`src/rtl/seq_calculator.sv`:
```
// seq_calculator: handshaked four-function calculator (responder side).
// SUM/SUB finish in one cycle; MUL is iterative shift-add and DIV is restoring
// division, each taking WIDTH cycles, so no wide single-cycle multiplier or divider.
//
// Ports:
//   clk        system clock, rising edge
//   rst        synchronous reset, active-high
//   in_valid   request present
//   in_ready   block can accept a request (high only when idle)
//   operation  0=SUM, 1=SUB, 2=MUL, 3=DIV
//   val1       augend / minuend / multiplicand / dividend
//   val2       addend / subtrahend / multiplier / divisor
//   out_valid  result present
//   out_ready  consumer takes result
//   out        registered result
module seq_calculator #(
  parameter int unsigned WIDTH = 32
) (
  input  logic             clk,
  input  logic             rst,
  input  logic             in_valid,
  output logic             in_ready,
  input  logic [1:0]       operation,
  input  logic [WIDTH-1:0] val1,
  input  logic [WIDTH-1:0] val2,
  output logic             out_valid,
  input  logic             out_ready,
  output logic [WIDTH-1:0] out
);

  localparam int unsigned CW = (WIDTH > 1) ? $clog2(WIDTH) : 1;
  localparam logic [CW-1:0] LastCnt = CW'(WIDTH - 1);
  localparam logic [1:0] OpMul = 2'd2;

  typedef enum logic [1:0] {StIdle, StCalc, StDone} state_e;

  state_e           state_q;
  logic [1:0]       op_q;
  logic [WIDTH-1:0] a_q;    // multiplicand (shifts left) / dividend-then-quotient
  logic [WIDTH-1:0] b_q;    // multiplier (shifts right) / divisor
  logic [WIDTH-1:0] acc_q;  // product accumulator / partial remainder
  logic [CW-1:0]    cnt_q;
  logic             in_ready_q;
  logic             out_valid_q;
  logic [WIDTH-1:0] out_q;

  // One iteration of each algorithm, computed from the current state.
  logic [WIDTH-1:0] mul_acc;
  logic [WIDTH:0]   rem_sh;
  logic [WIDTH:0]   rem_diff;
  logic             div_bit;
  logic [WIDTH-1:0] div_rem;
  logic [WIDTH-1:0] div_quo;

  always_comb begin
    mul_acc  = b_q[0] ? acc_q + a_q : acc_q;
    // Bring the next dividend bit into the remainder; a_q doubles as the
    // quotient register as dividend bits shift out the top.
    rem_sh   = {acc_q, a_q[WIDTH-1]};
    rem_diff = rem_sh - {1'b0, b_q};
    div_bit  = ~rem_diff[WIDTH];  // no borrow -> divisor fits -> quotient bit 1
    div_rem  = div_bit ? rem_diff[WIDTH-1:0] : rem_sh[WIDTH-1:0];
    div_quo  = {a_q[WIDTH-2:0], div_bit};
  end

  always_ff @(posedge clk) begin
    if (rst) begin
      state_q     <= StIdle;
      cnt_q       <= '0;
      in_ready_q  <= 1'b1;
      out_valid_q <= 1'b0;
      out_q       <= '0;
    end else begin
      case (state_q)
        StIdle: begin
          if (in_valid) begin
            op_q       <= operation;
            a_q        <= val1;
            b_q        <= val2;
            acc_q      <= '0;
            cnt_q      <= '0;
            in_ready_q <= 1'b0;
            if (!operation[1]) begin
              out_q       <= operation[0] ? val1 - val2 : val1 + val2;
              out_valid_q <= 1'b1;
              state_q     <= StDone;
            end else begin
              state_q <= StCalc;
            end
          end
        end
        StCalc: begin
          cnt_q <= cnt_q + 1'b1;
          if (op_q == OpMul) begin
            acc_q <= mul_acc;
            a_q   <= a_q << 1;
            b_q   <= b_q >> 1;
          end else begin
            acc_q <= div_rem;
            a_q   <= div_quo;
          end
          if (cnt_q == LastCnt) begin
            cnt_q       <= '0;
            out_q       <= (op_q == OpMul) ? mul_acc : div_quo;
            out_valid_q <= 1'b1;
            state_q     <= StDone;
          end
        end
        StDone: begin
          if (out_ready) begin
            out_valid_q <= 1'b0;
            in_ready_q  <= 1'b1;
            state_q     <= StIdle;
          end
        end
        default: state_q <= StIdle;
      endcase
    end
  end

  assign in_ready  = in_ready_q;
  assign out_valid = out_valid_q;
  assign out       = out_q;

endmodule

```
`config.mk`:
```
export PLATFORM = sky130hd
export DESIGN_NAME = seq_calculator
export DESIGN_NICKNAME = d
export VERILOG_FILES = /design/src/rtl/seq_calculator.sv
export SDC_FILE = /design/constraint.sdc
export NUM_CORES = 1
export LEC_CHECK = 0
export ABC_AREA = 1
export ABC_CLOCK_PERIOD_IN_PS = 3900
export CAP_MARGIN = 30
export CORE_ASPECT_RATIO = 0.7
export CORE_MARGIN = 5
export CORE_UTILIZATION = 34
export CTS_BUF_LIST = sky130_fd_sc_hd__clkbuf_4 sky130_fd_sc_hd__clkbuf_8 sky130_fd_sc_hd__clkbuf_16
export CTS_CLUSTER_SIZE = 24
export DETAILED_ROUTE_END_ITERATION = 16
export PLACE_DENSITY = 0.5
export SLEW_MARGIN = 15
export SYNTH_ARGS = -nofsm -noshare
export SYNTH_HDL_FRONTEND = slang
export SYNTH_SLANG_ARGS = --single-unit
```
`constraint.sdc`:
```
create_clock -name clk -period 3.9 [get_ports clk]
set_input_delay 0.585 -clock clk [delete_from_list [all_inputs] [get_ports clk]]
set_output_delay 0.585 -clock clk [all_outputs]
set_load 0.005 [all_outputs]
```
**After elaboration in Yosys (flattened, before gate mapping)**

Index checks and enable logic that the tools add are counted.

- Flip-flop bits (word level): 139
- Input port bits: 70
- Output and inout bits: 34
- Logic and storage cells: 70

- Add/subtract/negate cells: 5
- Equality and inequality tests: 9
- Mux-type cells: 33
- Bitwise logic cells: 2
- Reductions and logical operators: 12

Operator list:

| kind | count |
|---|---|
| 32-bit 2-to-1 mux | 12 |
| 32-bit one-hot mux with 2 select lines | 4 |
| 32-bit adder | 2 |
| 33-bit by 32-bit subtractor with 33-bit output | 1 |
| 32-bit subtractor | 1 |
| 3-bit AND reduction | 4 |
| 5-bit 2-to-1 mux | 2 |
| 2-bit != test, second input constant | 5 |
| 5-bit one-hot mux with 2 select lines | 1 |
| 2-bit 2-to-1 mux | 4 |
| 4-bit AND reduction | 2 |
| 1-bit 2-to-1 mux | 7 |
| 2-bit one-hot mux with 3 select lines | 1 |
| 5-bit by 1-bit adder with 5-bit output, second input constant | 1 |
| 5-bit == test, second input constant | 1 |
| 5-bit AND reduction | 1 |
| 2-bit == test, second input constant | 2 |
| 2-bit nonzero test | 2 |
| 1-bit one-hot mux with 3 select lines | 1 |
| 3-bit nonzero test | 1 |
| 2-bit by 1-bit == test with 1-bit output, second input constant | 1 |
| 2-bit zero test | 1 |
| 1-bit NOT | 2 |
| 1-bit one-hot mux with 2 select lines | 1 |
| 2-bit AND reduction | 1 |

**Logic depth before layout (Yosys ltp)**

- Depth in word-level cells: 5
- Depth in mapped cells: 25
- Depth with buffers taken out: 25

**Worst setup path after synthesis**

OpenSTA, ideal clock, no wires.

- Path kind: register to register
- Start: reg state_q[0]
- End: reg a_q[0] (enable)
- Data arrival time: 3.699 ns
- Required time: 3.413 ns
- Setup slack: -0.286 ns
- Cell stages (with the launch flop): 8
- Path buffers: 0
- Cell sequence: dfxtp_1 inv_1 ha_1 inv_1 nand2_1 nand2_1 clkinv_1 nor2_1

- Cells in the longest elaborated chain, start to end: 3
- Elaborated cells on any way between the ends: 5

RTL lines:

| item | RTL line | source |
|---|---|---|
| from (decl) | 37 | `state_e state_q;` |
| from (signal assigned) | 68 | `state_q <= StIdle;` |
| from (signal assigned) | 86 | `state_q <= StDone;` |
| from (signal assigned) | 88 | `state_q <= StCalc;` |
| 2-bit by 1-bit == test with 1-bit output or 2-bit zero test (tied branches) | 74 | `case (state_q)` |
| 2-bit nonzero test (no source line) or 2-bit != test (tied branches) | n/a |  |
| 3-bit AND reduction (no source line) * | n/a |  |
| to (signal assigned) | 78 | `a_q <= val1;` |
| to (signal assigned) | 96 | `a_q <= a_q << 1;` |
| to (signal assigned) | 100 | `a_q <= div_quo;` |
| to (decl) | 39 | `logic [WIDTH-1:0] a_q;` |

Mark *: on every way between the ends. The rest lies on a longest branch, timed or not.
A chain may end at the register's enable or synchronous reset.

**Final worst setup path**

- Start: in val2[0]
- End: reg out_q[20] (netlist: out[20])

- Cells in the longest elaborated chain, start to end: 5
- Elaborated cells on any way between the ends: 6

RTL lines:

| item | RTL line | source |
|---|---|---|
| from (decl) | 25 | `input logic [WIDTH-1:0] val2,` |
| 32-bit adder or 32-bit subtractor (tied branches) | 84 | `out_q <= operation[0] ? val1 - val2 : val1 + val2;` |
| 32-bit 2-to-1 mux * | 84 |  |
| 32-bit 2-to-1 mux * | 83 | `if (!operation[1]) begin` |
| 32-bit 2-to-1 mux * | 76 | `if (in_valid) begin` |
| 32-bit one-hot mux with 2 select lines * | 74 |  |
| to (signal assigned) | 84 |  |
| to (signal assigned) | 104 | `out_q <= (op_q == OpMul) ? mul_acc : div_quo;` |
| to (decl) | 45 | `logic [WIDTH-1:0] out_q;` |

Mark *: on every way between the ends. The rest lies on a longest branch, timed or not. The select of a mux whose other input is x is not followed.

==> impl_results.md <==
- Setup crit start kind: primary input
- Internal Power: a little over 0.005 W
- Sw Ratio: 50.3%
- First drt pass iteration count: 7
- Min Tclk post-route: 3590 ps
- Crit-path max FO: 4
- Fin cells: 3069
- Synth area leader: edfxtp_1
- Post-route ant nets: 0
- Sw Pwr: between 0.005 and 0.006 W
- Worst Reg2Reg Path Length in Cells: 16
- Overall Global Routing Usage: 24.2%
- Placed Cells: about 3000
- Share of the synthesized area in the top cell type: 20.4%
- Post-CTS Repair Setup Buffers: 0
- CTS tree: built
- Crit share post-route: a little over 90%
- CTS H-tree lvls: 4
- Aggregate routed wire length: 57.8 mm
- Crit. End Element: register
- Reg-to-Reg End: acc_q[29]
- Worst rel slew slack: a little under two fifths
- Full die area: 46700 um^2
- Placed wire-length estimate: 49.1 mm
- Initial drt markers: 1357
- Combinational share of power: 59.7%
- Worst R2R Setup Slack: between 500 and 600 ps
- Worst EP required: 4240 ps
- Routability cong.: ~0.93
- Critical path endpoint: out[20]
- Gate count after technology mapping: 2324
- CP cell instances: clkdlybuf4s50_1, inv_2, ha_1, nand4_1, nor2_2, nand2_2, nor2_4, nor2_1, buf_4, xor2_1, ha_1, nand2_1, nor2_1, inv_1, nor3_2, nand4_1, nand3_1, nand2_1, nand3_1, nand3_1, nand2_1, inv_1
- Post-Route Skew: approximately 16 ps
- Register bit total from synthesis: 139
- Final hold violation count: 0
- Cts bufs inserted: 17
- Post-CTS sizing: 0
- Least-Margin Pin Slew: 943 ps
- Register area share after synthesis: 26.1%
- DR vias: between 15000 and 20000
- PD cells: approximately 600 nW/um^2
- Root Driver: clkbuf_16
- First-pass GRT wire length: 86.6 mm
- Die height: 182 um
- Antenna diodes: 0
- Mapped Nets: ~2500
- Commonest cells post-synth: nand2_1, inv_1, nor2_1, a21oi_1, o21ai_0
- Top-count cell post-synth: nand2_1
- Max Clk Rate: 279 MHz
- Skew-Pair Late Insertion Delay: around 440 ps
- DRC Markers: 0
- Die width: 256 um
- WP data arrival: 3930 ps
- Post-detailed-route wirelength per cell: roughly 19 um
- CTS sink count: 139
- Ys flop type: edfxtp_1
- Clk pwr share: ~16%
- Slew Viols, Final: 0
- Setup violations, final: 0
- Vias in the first global route: 14200
- Gr ovfl total: 0
- Max VDD drop: between 0.0002 and 0.0003 V
- Register share of total power: around 25%
- Avg Inst Size Synth: 6.20 um^2
- Row count: 63
- Critical path class: in2reg
- Layout cells sized above 1: 8.90%
- Initial antenna violation count: 1
- Max incr delay on CP: 430 ps
- Post-synth EDFFs: 98
- Filler Cells Inserted: approximately 4600
- Core area: 42100 um^2
- Top post-synthesis cells by area: edfxtp_1, nand2_1, inv_1
- YS warnings: 0
- Distinct cells, synth: 45
- PortBufs: between 100 and 150
- Status: completed
- Reg2reg start: a_q[31]
- Initial Util: 34.2%
- Mapped cell area: 14400 um^2
- Crit path from: val2[0]
- Leakage: 8.88 nW
- Max cap viols: 0
- Via density: 4.96
- Worst Hold Class: reg2reg
- Hold_buf cts: 0
- Asr flop ratio synth: 0%
- Area grow syn2layout: 20.1%
- Final #Nets: 2677
- Largest net degree at the start of global routing: between 90 and 100
- Utilization after layout: 41.1%
- Slowest CP cell: clkdlybuf4s50_1
- Io pins: between 100 and 150
- Clock Path Buffers: 2
- Clock transition at the registers of the reported paths: 70 ps
==> layer usage <==
| layer | vias up | routed length, um | track usage (%) |
|---|---|---|---|
| li1 | 7773 | - | - |
| met1 | 6964 | 30600 | 39.0 |
| met2 | 443 | 22400 | 33.6 |
| met3 | 31 | 4130 | 4.43 |
| met4 | 2 | 730 | 3.93 |
| met5 | - | 7 | 0 |
==> power by group through the flow <==
stage | combinational (W) | clock (W) | sequential (W)
after floorplan | 0.00415 | 0 | 0.00237
after global routing | 0.00692 | 0.00171 | 0.00256
final | 0.00619 | 0.00163 | 0.00254
after detailed placement | 0.00607 | 0 | 0.00255
after global placement | 0.00605 | 0 | 0.00255
after CTS | 0.00610 | 0.00165 | 0.00252
==> worst min-delay path by stage <==
stage / endpoint / cells past startpoint / slack, ps / from
6_report: out_valid / 2 / 450 / out_valid
5_1_grt: out_valid / 2 / 470 / out_valid
4_1_cts: out_valid / 2 / 460 / out_valid
3_5_place_dp: out_valid / 2 / 450 / out_valid
3_3_place_gp: out_valid / 2 / 450 / out_valid
2_1_floorplan: out_valid / 2 / 440 / out_valid
==> cells by family after synthesis <==
group	count (synthesis)	share of synthesized area, %
AOI/OAI and AO/OA	351	12.9
xor gates and xnor gates	65	3.95
adders and majority gates	103	9.10
buffers and inverters	444	12.3
DFF	139	26.1
and+or+nand+nor	1222	35.7
==> layout by cell type (no fill, tap or decap), types with 3 or more instances in the layout <==
cell type / count
clkinv_1: 3
o21bai_1: 16
o21ai_0: 132
nand2_2: 39
nand2_1: 779
a21oi_2: 3
inv_8: 3
nor2_1: 188
nor2_4: 5
nor3_2: 3
xor2_1: 47
nand2_4: 5
dfxtp_1: 41
inv_1: 387
fa_1: 3
inv_6: 4
nor2_2: 7
clkbuf_16: 17
xnor2_1: 18
nand3b_1: 11
clkdlybuf4s50_1: 103
buf_4: 107
nand4_1: 23
nor4_1: 3
a21oi_1: 171
clkinv_4: 3
o21ai_1: 3
nand3_2: 11
edfxtp_1: 98
a31oi_1: 18
o211ai_1: 3
ha_1: 99
nor3_1: 17
inv_2: 3
nand3_1: 123
==> through the flow <==
step	worst slack (ps)	TNS, ps	hold slack (ps)	total power (W)	instance area [um^2]
after detailed placement	-393	-2760	450	0.00862	16700
final	310	0	455	0.0104	17300
after CTS	49.5	0	460	0.0103	17300
after global routing	-2.23	-2.23	472	0.0112	17300
after global placement	-357	-2230	446	0.00860	16700
after floorplan	78.6	0	440	0.00652	14400
==> state kept, by name, indices dropped and copies added (netlist names) <==
| signal | flops |
|---|---|
| a_q | 32 |
| op_q | 2 |
| b_q | 32 |
| in_ready | 1 |
| out_valid | 1 |
| acc_q | 32 |
| out | 32 |
| cnt_q | 5 |
| state_q | 2 |
==> worst max-delay path: cells and delay by family <==
| kind | cells | cell delay (ps) |
|---|---|---|
| xor+xnor | 1 | 130 |
| fa+ha+maj | 2 | 550 |
| buf+inv | 5 | 820 |
| simple gates | 14 | 1820 |
==> layout make-up <==
cell class	instances	area, um^2	share of cell area, %
multi-input cells	1741	8940	51.6
clock inverters	14	129	0.744
flip-flops and latches	139	3760	21.7
inverters	393	1480	8.52
well taps	552	691	3.99
clock buffers	18	439	2.54
repair buffers	212	1880	10.9
No activity file was read; power rests on OpenSTA's default activity.
